File: src/rtl/uart_top.sv
// UART with internal loopback: baud generator, 8-bit transmitter and 2-flop-synchronised receiver.
// Define UART_PARITY_EN to add the even-parity bit to the frame and enable parity_error.
module uart_top (
    input  logic       clk,
    input  logic       reset,
    input  logic [1:0] sel,
    input  logic       TX_start,
    input  logic [7:0] TX_DATA,
    output logic [7:0] RX_dataout,
    output logic       parity_error,
    output logic       stop_error
);

    localparam int unsigned DIV_W  = 9;
    localparam int unsigned TICK_W = 4;
    localparam int unsigned BIT_W  = 3;

    localparam logic [DIV_W-1:0]  DIV_9600   = DIV_W'(326 - 1);
    localparam logic [DIV_W-1:0]  DIV_19200  = DIV_W'(163 - 1);
    localparam logic [DIV_W-1:0]  DIV_57600  = DIV_W'(54 - 1);
    localparam logic [DIV_W-1:0]  DIV_115200 = DIV_W'(27 - 1);
    localparam logic [TICK_W-1:0] TICK_LAST  = TICK_W'(15);
    localparam logic [TICK_W-1:0] TICK_MID   = TICK_W'(7);
    localparam logic [BIT_W-1:0]  BIT_LAST   = BIT_W'(7);

    typedef enum logic [2:0] {
        ST_IDLE,
        ST_START,
        ST_DATA,
`ifdef UART_PARITY_EN
        ST_PARITY,
`endif
        ST_STOP
    } state_e;

    // ---------------------------------------------------------------
    // Baud generator: down-counter reloads (and re-reads sel) only at zero
    // ---------------------------------------------------------------
    logic [DIV_W-1:0] baud_cnt_q;
    logic [DIV_W-1:0] baud_cnt_d;
    logic [DIV_W-1:0] baud_load_c;
    logic             tick16_c;

    always_comb begin
        case (sel)
            2'b00:   baud_load_c = DIV_9600;
            2'b01:   baud_load_c = DIV_19200;
            2'b10:   baud_load_c = DIV_57600;
            default: baud_load_c = DIV_115200;
        endcase
        tick16_c   = (baud_cnt_q == '0);
        baud_cnt_d = tick16_c ? baud_load_c : baud_cnt_q - DIV_W'(1);
    end

    always_ff @(posedge clk or negedge reset) begin
        if (!reset) baud_cnt_q <= '0;
        else        baud_cnt_q <= baud_cnt_d;
    end

    // ---------------------------------------------------------------
    // Transmitter
    // ---------------------------------------------------------------
    state_e            tx_state_q, tx_state_d;
    logic [7:0]        tx_shift_q, tx_shift_d;
    logic [TICK_W-1:0] tx_tick_q,  tx_tick_d;
    logic [BIT_W-1:0]  tx_bit_q,   tx_bit_d;
    logic              tx_q,       tx_d;
`ifdef UART_PARITY_EN
    logic              tx_par_q,   tx_par_d;
`endif
    logic              tx_line;

    assign tx_line = tx_q;

    always_comb begin
        tx_state_d = tx_state_q;
        tx_shift_d = tx_shift_q;
        tx_tick_d  = tx_tick_q;
        tx_bit_d   = tx_bit_q;
        tx_d       = tx_q;
`ifdef UART_PARITY_EN
        tx_par_d   = tx_par_q;
`endif
        if (tick16_c) begin
            tx_tick_d = tx_tick_q + TICK_W'(1);
            case (tx_state_q)
                ST_IDLE: begin
                    tx_tick_d = '0;
                    if (TX_start) begin
                        tx_state_d = ST_START;
                        tx_shift_d = TX_DATA;
                        tx_bit_d   = '0;
`ifdef UART_PARITY_EN
                        tx_par_d   = ^TX_DATA;
`endif
                    end
                end
                ST_START: begin
                    if (tx_tick_q == TICK_LAST) tx_state_d = ST_DATA;
                end
                ST_DATA: begin
                    if (tx_tick_q == TICK_LAST) begin
                        tx_shift_d = {1'b0, tx_shift_q[7:1]};
                        tx_bit_d   = tx_bit_q + BIT_W'(1);
                        if (tx_bit_q == BIT_LAST) begin
`ifdef UART_PARITY_EN
                            tx_state_d = ST_PARITY;
`else
                            tx_state_d = ST_STOP;
`endif
                        end
                    end
                end
`ifdef UART_PARITY_EN
                ST_PARITY: begin
                    if (tx_tick_q == TICK_LAST) tx_state_d = ST_STOP;
                end
`endif
                ST_STOP: begin
                    if (tx_tick_q == TICK_LAST) tx_state_d = ST_IDLE;
                end
                default: tx_state_d = ST_IDLE;
            endcase
        end

        // Line level follows the state being entered so it is registered with it
        case (tx_state_d)
            ST_START:  tx_d = 1'b0;
            ST_DATA:   tx_d = tx_shift_d[0];
`ifdef UART_PARITY_EN
            ST_PARITY: tx_d = tx_par_d;
`endif
            default:   tx_d = 1'b1;
        endcase
    end

    always_ff @(posedge clk or negedge reset) begin
        if (!reset) begin
            tx_state_q <= ST_IDLE;
            tx_shift_q <= '0;
            tx_tick_q  <= '0;
            tx_bit_q   <= '0;
            tx_q       <= 1'b1;
`ifdef UART_PARITY_EN
            tx_par_q   <= 1'b0;
`endif
        end else begin
            tx_state_q <= tx_state_d;
            tx_shift_q <= tx_shift_d;
            tx_tick_q  <= tx_tick_d;
            tx_bit_q   <= tx_bit_d;
            tx_q       <= tx_d;
`ifdef UART_PARITY_EN
            tx_par_q   <= tx_par_d;
`endif
        end
    end

    // ---------------------------------------------------------------
    // Receiver
    // ---------------------------------------------------------------
    logic              rx_s1_q, rx_s2_q;
    state_e            rx_state_q, rx_state_d;
    logic [7:0]        rx_shift_q, rx_shift_d;
    logic [TICK_W-1:0] rx_tick_q,  rx_tick_d;
    logic [BIT_W-1:0]  rx_bit_q,   rx_bit_d;
    logic [7:0]        rx_dout_q,  rx_dout_d;
    logic              rx_se_q,    rx_se_d;
`ifdef UART_PARITY_EN
    logic              rx_par_q,   rx_par_d;
    logic              rx_pe_q,    rx_pe_d;
`endif

    always_ff @(posedge clk or negedge reset) begin
        if (!reset) begin
            rx_s1_q <= 1'b1;
            rx_s2_q <= 1'b1;
        end else begin
            rx_s1_q <= tx_line;
            rx_s2_q <= rx_s1_q;
        end
    end

    always_comb begin
        rx_state_d = rx_state_q;
        rx_shift_d = rx_shift_q;
        rx_tick_d  = rx_tick_q;
        rx_bit_d   = rx_bit_q;
        rx_dout_d  = rx_dout_q;
        rx_se_d    = rx_se_q;
`ifdef UART_PARITY_EN
        rx_par_d   = rx_par_q;
        rx_pe_d    = rx_pe_q;
`endif
        if (tick16_c) begin
            rx_tick_d = rx_tick_q + TICK_W'(1);
            case (rx_state_q)
                ST_IDLE: begin
                    rx_tick_d = '0;
                    if (!rx_s2_q) begin
                        rx_state_d = ST_START;
                        rx_bit_d   = '0;
                    end
                end
                ST_START: begin
                    // Mid-start-bit confirmation rejects short glitches
                    if (rx_tick_q == TICK_MID) begin
                        rx_tick_d  = '0;
                        rx_state_d = rx_s2_q ? ST_IDLE : ST_DATA;
                    end
                end
                ST_DATA: begin
                    if (rx_tick_q == TICK_LAST) begin
                        rx_shift_d = {rx_s2_q, rx_shift_q[7:1]};
                        rx_bit_d   = rx_bit_q + BIT_W'(1);
                        if (rx_bit_q == BIT_LAST) begin
`ifdef UART_PARITY_EN
                            rx_state_d = ST_PARITY;
`else
                            rx_state_d = ST_STOP;
`endif
                        end
                    end
                end
`ifdef UART_PARITY_EN
                ST_PARITY: begin
                    if (rx_tick_q == TICK_LAST) begin
                        rx_par_d   = rx_s2_q;
                        rx_state_d = ST_STOP;
                    end
                end
`endif
                ST_STOP: begin
                    if (rx_tick_q == TICK_LAST) begin
                        rx_dout_d  = rx_shift_q;
                        rx_se_d    = ~rx_s2_q;
`ifdef UART_PARITY_EN
                        rx_pe_d    = rx_par_q ^ (^rx_shift_q);
`endif
                        rx_state_d = ST_IDLE;
                    end
                end
                default: rx_state_d = ST_IDLE;
            endcase
        end
    end

    always_ff @(posedge clk or negedge reset) begin
        if (!reset) begin
            rx_state_q <= ST_IDLE;
            rx_shift_q <= '0;
            rx_tick_q  <= '0;
            rx_bit_q   <= '0;
            rx_dout_q  <= '0;
            rx_se_q    <= 1'b0;
`ifdef UART_PARITY_EN
            rx_par_q   <= 1'b0;
            rx_pe_q    <= 1'b0;
`endif
        end else begin
            rx_state_q <= rx_state_d;
            rx_shift_q <= rx_shift_d;
            rx_tick_q  <= rx_tick_d;
            rx_bit_q   <= rx_bit_d;
            rx_dout_q  <= rx_dout_d;
            rx_se_q    <= rx_se_d;
`ifdef UART_PARITY_EN
            rx_par_q   <= rx_par_d;
            rx_pe_q    <= rx_pe_d;
`endif
        end
    end

    assign RX_dataout = rx_dout_q;
    assign stop_error = rx_se_q;
`ifdef UART_PARITY_EN
    assign parity_error = rx_pe_q;
`else
    assign parity_error = 1'b0;
`endif

endmodule

File: config.mk
export PLATFORM = sky130hd
export DESIGN_NAME = uart_top
export DESIGN_NICKNAME = d
export VERILOG_FILES = /design/src/rtl/uart_top.sv
export SDC_FILE = /design/constraint.sdc
export NUM_CORES = 1
export LEC_CHECK = 0
export BUFFER_PORTS_ARGS = -buffer_cell sky130_fd_sc_hd__buf_4
export CAP_MARGIN = 10
export CORE_MARGIN = 10
export CORE_UTILIZATION = 25
export DETAILED_ROUTE_END_ITERATION = 12
export GPL_TIMING_DRIVEN = 1
export PLACE_DENSITY = 0.44
export SYNTH_ARGS = -nofsm -noshare
export SYNTH_HDL_FRONTEND = slang
export SYNTH_SLANG_ARGS = --single-unit
export TNS_END_PERCENT = 1
File: constraint.sdc
create_clock -name clk -period 3.1 [get_ports clk]
set_input_delay 0.31 -clock clk [delete_from_list [all_inputs] [get_ports clk]]
set_output_delay 0.31 -clock clk [all_outputs]
set_load 0.02 [all_outputs]
* Yosys cells after proc, flatten, opt, wreduce, memory -nomap -nowiden
Index checks and enable logic that the tools add are counted.
Widths: inputs -> output; s select.
** Word-level totals
- Register bits :: 57
- Input port bits :: 13
- Logic and storage cells :: 84
** Operators by class
- $add $sub $neg :: 5
- Eq/ne operators :: 22
- Multiplexer cells :: 30
- Bitwise gates (word level) :: 1
- Reductions and logical operators :: 11
** Operator list (count)
- $mux 3 :: 15
- $pmux 9 s3 :: 1
- $pmux 3 s4 :: 2
- $mux 8 :: 2
- $pmux 8 s2 :: 1
- $eq 3x2->1 const B :: 5
- $ne 2x2->1 const B :: 7
- $pmux 3 s2 :: 2
- $eq 3x1->1 const B :: 3
- $logic_not 9->1 :: 1
- $mux 9 :: 1
- $sub 9x1->9 const B :: 1
- $add 4x1->4 const B :: 2
- $eq 4x4->1 const B :: 2
- $mux 4 :: 2
- $pmux 4 s2 :: 1
- $reduce_and 4->1 :: 2
- $add 3x1->3 const B :: 2
- $eq 3x3->1 const B :: 2
- $logic_not 3->1 :: 2
- $reduce_and 3->1 :: 2
- $reduce_and 6->1 :: 1
- $eq 4x3->1 const B :: 1
- $reduce_bool 2->1 :: 2
- other kinds (7) :: 7

* Depth between registers and ports, before layout
- Word-level depth :: 7
- Gate-level depth with buffers :: 9
- Mapped depth without buffers :: 7

* Least setup slack after synthesis
No wires, ideal clock.
- Path type :: reg-to-reg
- Start :: register baud_cnt_q[2]
- End :: register rx_shift_q[0]
- Library setup time :: 0.128 ns
- Arrival :: 2.220 ns
- Setup slack :: 0.753 ns
- Stages on the path, launching flop included :: 8
- Buffers on the path :: 3
- Period minus slack after synthesis :: 2.347 ns
- Path through :: dfrtp_1 or4_1 buf_2 or3_1 clkbuf_1 nor3_2 buf_4 mux2_1
** On the way
- Word-level cells in the longest chain between the ends :: 2
** Ends and longest elaborated chain
- start: declaration :: RTL line 39 : logic [DIV_W-1:0] baud_cnt_q;
- start signal: assignment :: RTL line 57 : else baud_cnt_q <= baud_cnt_d;
- $logic_not 9->1 :: RTL line 51 : tick16_c = (baud_cnt_q == '0);
- $reduce_and 3->1 (no line)
- end signal: assignment :: RTL line 262 : rx_shift_q <= rx_shift_d;
- end: declaration :: RTL line 164 : logic [7:0] rx_shift_q, rx_shift_d;
Every way passes these cells.
A chain may end at the register's enable or synchronous reset.

* Worst setup path in the final report
- Start :: register baud_cnt_q[0]
- End :: register rx_shift_q[6]
Same word-level chain as after synthesis.

==> metrics.md <==
| Metric | Value |
|---|---|
| Worst hold margin | 34.9 ps |
| Via Count | ~1.9k |
| H-tree Lvls | 2 |
| WL final | roughly 5600 microns |
| Vias in the first global route | 2040 |
| Core area | 10800 sq um |
| DR DRC count | 0 |
| RSZ-0062 raised after global routing | no |
| Setup tns final | 0 ps |
| Worst EP arrival | 2740 ps |
| Final Hold Fails | 0 |
| Die H | between 100 and 150 microns |
| Io pins | 23 |
| Initial core utilization | ~25% |
| Slew at the pin with the worst max-slew slack | 736 ps |
| Initial antenna violation count | 0 |
| CTS max path bufs | 2 |
| Port bufs | 21 |
| Synth Flop Type | dfrtp_1 |
| Distinct cells, synth | just under 50 |
| Clk_lat worst skew | 320 ps |
| Crit Path Max Fanout | 12 |
| Max-slew violation count | 0 |
| Mean post-synth cell area | ~11 sq um |
| List of most frequent post-synthesis cells | dfrtp_1 (53), nand2_1 (26), o21ai_0 (23) |
| Fillcell total | roughly 1.2k |
| Fin util | ~30% |
| Netlist area before placement | between 2000 and 3000 sq um |
| Critical path's slowest cell | or3b_2 |
| Clock slew at reported path FFs | 120 ps |
| Status | finished clean |
| Final worst clock skew | roughly 13 ps |
| Post-CTS Resized | 0 |
| Num CTS Buffers | 5 |
| Worst min path class | primary input to async pin |
| Top cell type's share of synthesized area | 48.4% |
| DP HPWL | approximately 3900 microns |
| Placer Congestion | 0.716 |
| Drt wl/cell | between 10 and 15 microns |
| Power Dens Cells | 477 nW/um^2 |
| Largest family of logic cells by synthesized area | compound AO/OA/AOI/OAI gates |
| Slowest cell delay on critical path | between 500 and 600 ps |
| Most numerous cell in the Yosys netlist | dfrtp_1 |
| Yosys warning count | 0 |
| Top post-synthesis cells by area | dfrtp_1 (48%), ha_1 (5.5%), o21ai_0 (4.2%) |
| Largest net degree at the start of global routing | 57 |
| Multi-input logic area | roughly 1200 sq um |
| First-pass GRT wire length | 9690 microns |
| Final setup fails | 0 |
| Global route total overflow | 0 |
| XOR/XNOR Fraction of Synth Area | 1.28% |
| Row count | 38 |
| Final min period | approximately 2500 ps |
| Vias/cell | about 4.6 |
| Number of synthesized flops with an enable pin | 0 |
| Synth Area in Adders | between 5 and 6% |
| CP startpoint kind | register |
| Synth Area in Compound Gates | 16.9% |
| CTS Root Cell | clkbuf_8 |
| Tot GR Track Use | around 7.3% |
| Seq/Total Area, Yosys | between 50 and 60% |
| Layout cells sized above 1 | approximately 20% |
| CTS Hold Bufs | 0 |
| # clock sinks | 56 |
| Final period util | just over 80% |
| Maxcap violations | 0 |
| VDD IR-drop max | about 0.16 mV |
| Leakage | approximately 1.5 nW |
| Drt first pass iters | 4 |
| Area leader, netlist | dfrtp_1 |
| CTS tree | done |
| Post-Synth Simple-Gate Area | around 14% |
| Fmax | 0.395 GHz |
| Req. time, crit path | 3300 ps |
| Crit path kind | register to register |
| # diodes | 0 |
| Cells after Synth | approximately 260 |
| Antenna-violating nets left | 0 |
| Yosys reg bits | 56 |
| Die area | between 15000 and 20000 sq um |
| Mux contribution to synthesized area | under 10% |
| DRT iter0 DRCs | 90 |
| Max_slew headroom | just over 50% |
| Reg area | 1410 sq um |
| Ys async rst share | 100% |
| Post-CTS Setup Bufs | 0 |
| CP endpoint kind | register |
| Die Wd | approximately 120 microns |
| Area grow syn2layout | 15.4% |
| Crit-path cells | inv_1 > ha_1 > or3b_2 > or3_1 > nor3_2 > buf_4 > mux2_1 |
| # nets final | between 300 and 400 |
| Post-Syn Nets | ~280 |
## registers in the layout, indices dropped and copies added (netlist names)
| name | cells |
|---|---|
| RX_dataout | 8 |
| rx_s2_q | 1 |
| stop_error | 1 |
| rx_tick_q | 4 |
| tx_line | 1 |
| rx_state_q | 2 |
| rx_s1_q | 1 |
| tx_tick_q | 4 |
| baud_cnt_q | 9 |
| tx_state_q | 3 |
| rx_shift_q | 8 |
| rx_bit_q | 3 |
| tx_shift_q | 8 |
| tx_bit_q | 3 |
## layout by cell type (no fill, tap or decap), types with 3 or more instances in the layout
cell,instances
dfrtp_1,53
nand2_1,26
buf_4,26
o21ai_0,23
nor2_1,13
a21oi_1,13
ha_1,12
mux2_2,10
inv_1,9
nor3_1,7
mux2_1,7
a22oi_1,6
a31oi_1,5
nand3_1,5
clkbuf_8,5
nor2b_1,4
or3_1,4
a22o_1,4
and3_1,3
dfstp_2,3
## layer usage
metal | part of all wire (%) | global-route usage [%] | wire length [microns] | vias up
met5 | 0 | 0 | 0 | -
met4 | 1.3 | 2.47 | 74 | 0
met3 | 4.6 | 2.38 | 256 | 8
met2 | 44 | 11.8 | 2480 | 26
met1 | 50 | 9.06 | 2800 | 949
li1 | - | - | - | 953
## through the flow
step                instance area (sq um)  total power, mW  worst slack (ps)  std cells
finish                               3160             1.51               565        417
global route                         3160             1.59               420        417
CTS                                  3160             1.53               567        417
global placement                     3040             1.01               621        409
detailed placement                   3040             1.02               573        409
floorplan                            2740            0.962               753        257
## critical path, delay by kind of cell (launching register included)
kind,cells,cell delay [ps]
mux,1,340
buf+inv,2,300
flops,1,430
fa+ha+maj,1,150
simple gates,3,1200
## area by class of cell
type	count	share of cell area, %
clock inverters	3	1.50
inverters	9	1.07
repair buffers	26	6.18
well taps	140	5.54
flip-flops and latches	56	44.5
multi-input cells	178	39.0
clock buffers	5	2.18
## power breakdown
part / internal [mW] / total (mW) / switching, mW
Clock: 0.244 / 0.505 / 0.261
Combinational: 0.0727 / 0.160 / 0.0874
Sequential: 0.784 / 0.841 / 0.0571
Total: 1.10 / 1.51 / 0.405
## path summary, 6_finish.rpt
check                                   start            end  slack (ps)  cells after the start
min in group clk                   TX_DATA[7]  tx_shift_q[7]         300                      3
worst max register to register  baud_cnt_q[0]  rx_shift_q[6]         570                      7
max in group asynchronous               reset  baud_cnt_q[3]        2570                      1
worst min register to register        tx_line        rx_s1_q         350                      0
worst min-delay path                    reset  RX_dataout[4]          30                      1
worst max-delay path            baud_cnt_q[0]  rx_shift_q[6]         570                      7
## kinds of logic after synthesis
group                    Yosys count
flip-flops                        56
AO/OA/AOI/OAI                     68
adder cells (fa/ha/maj)           12
multiplexers                      17
AND/OR/NAND/NOR                   76
other                              1
XOR/XNOR                           4
buffers and inverters             23
No activity file was read; power rests on OpenSTA's default activity.
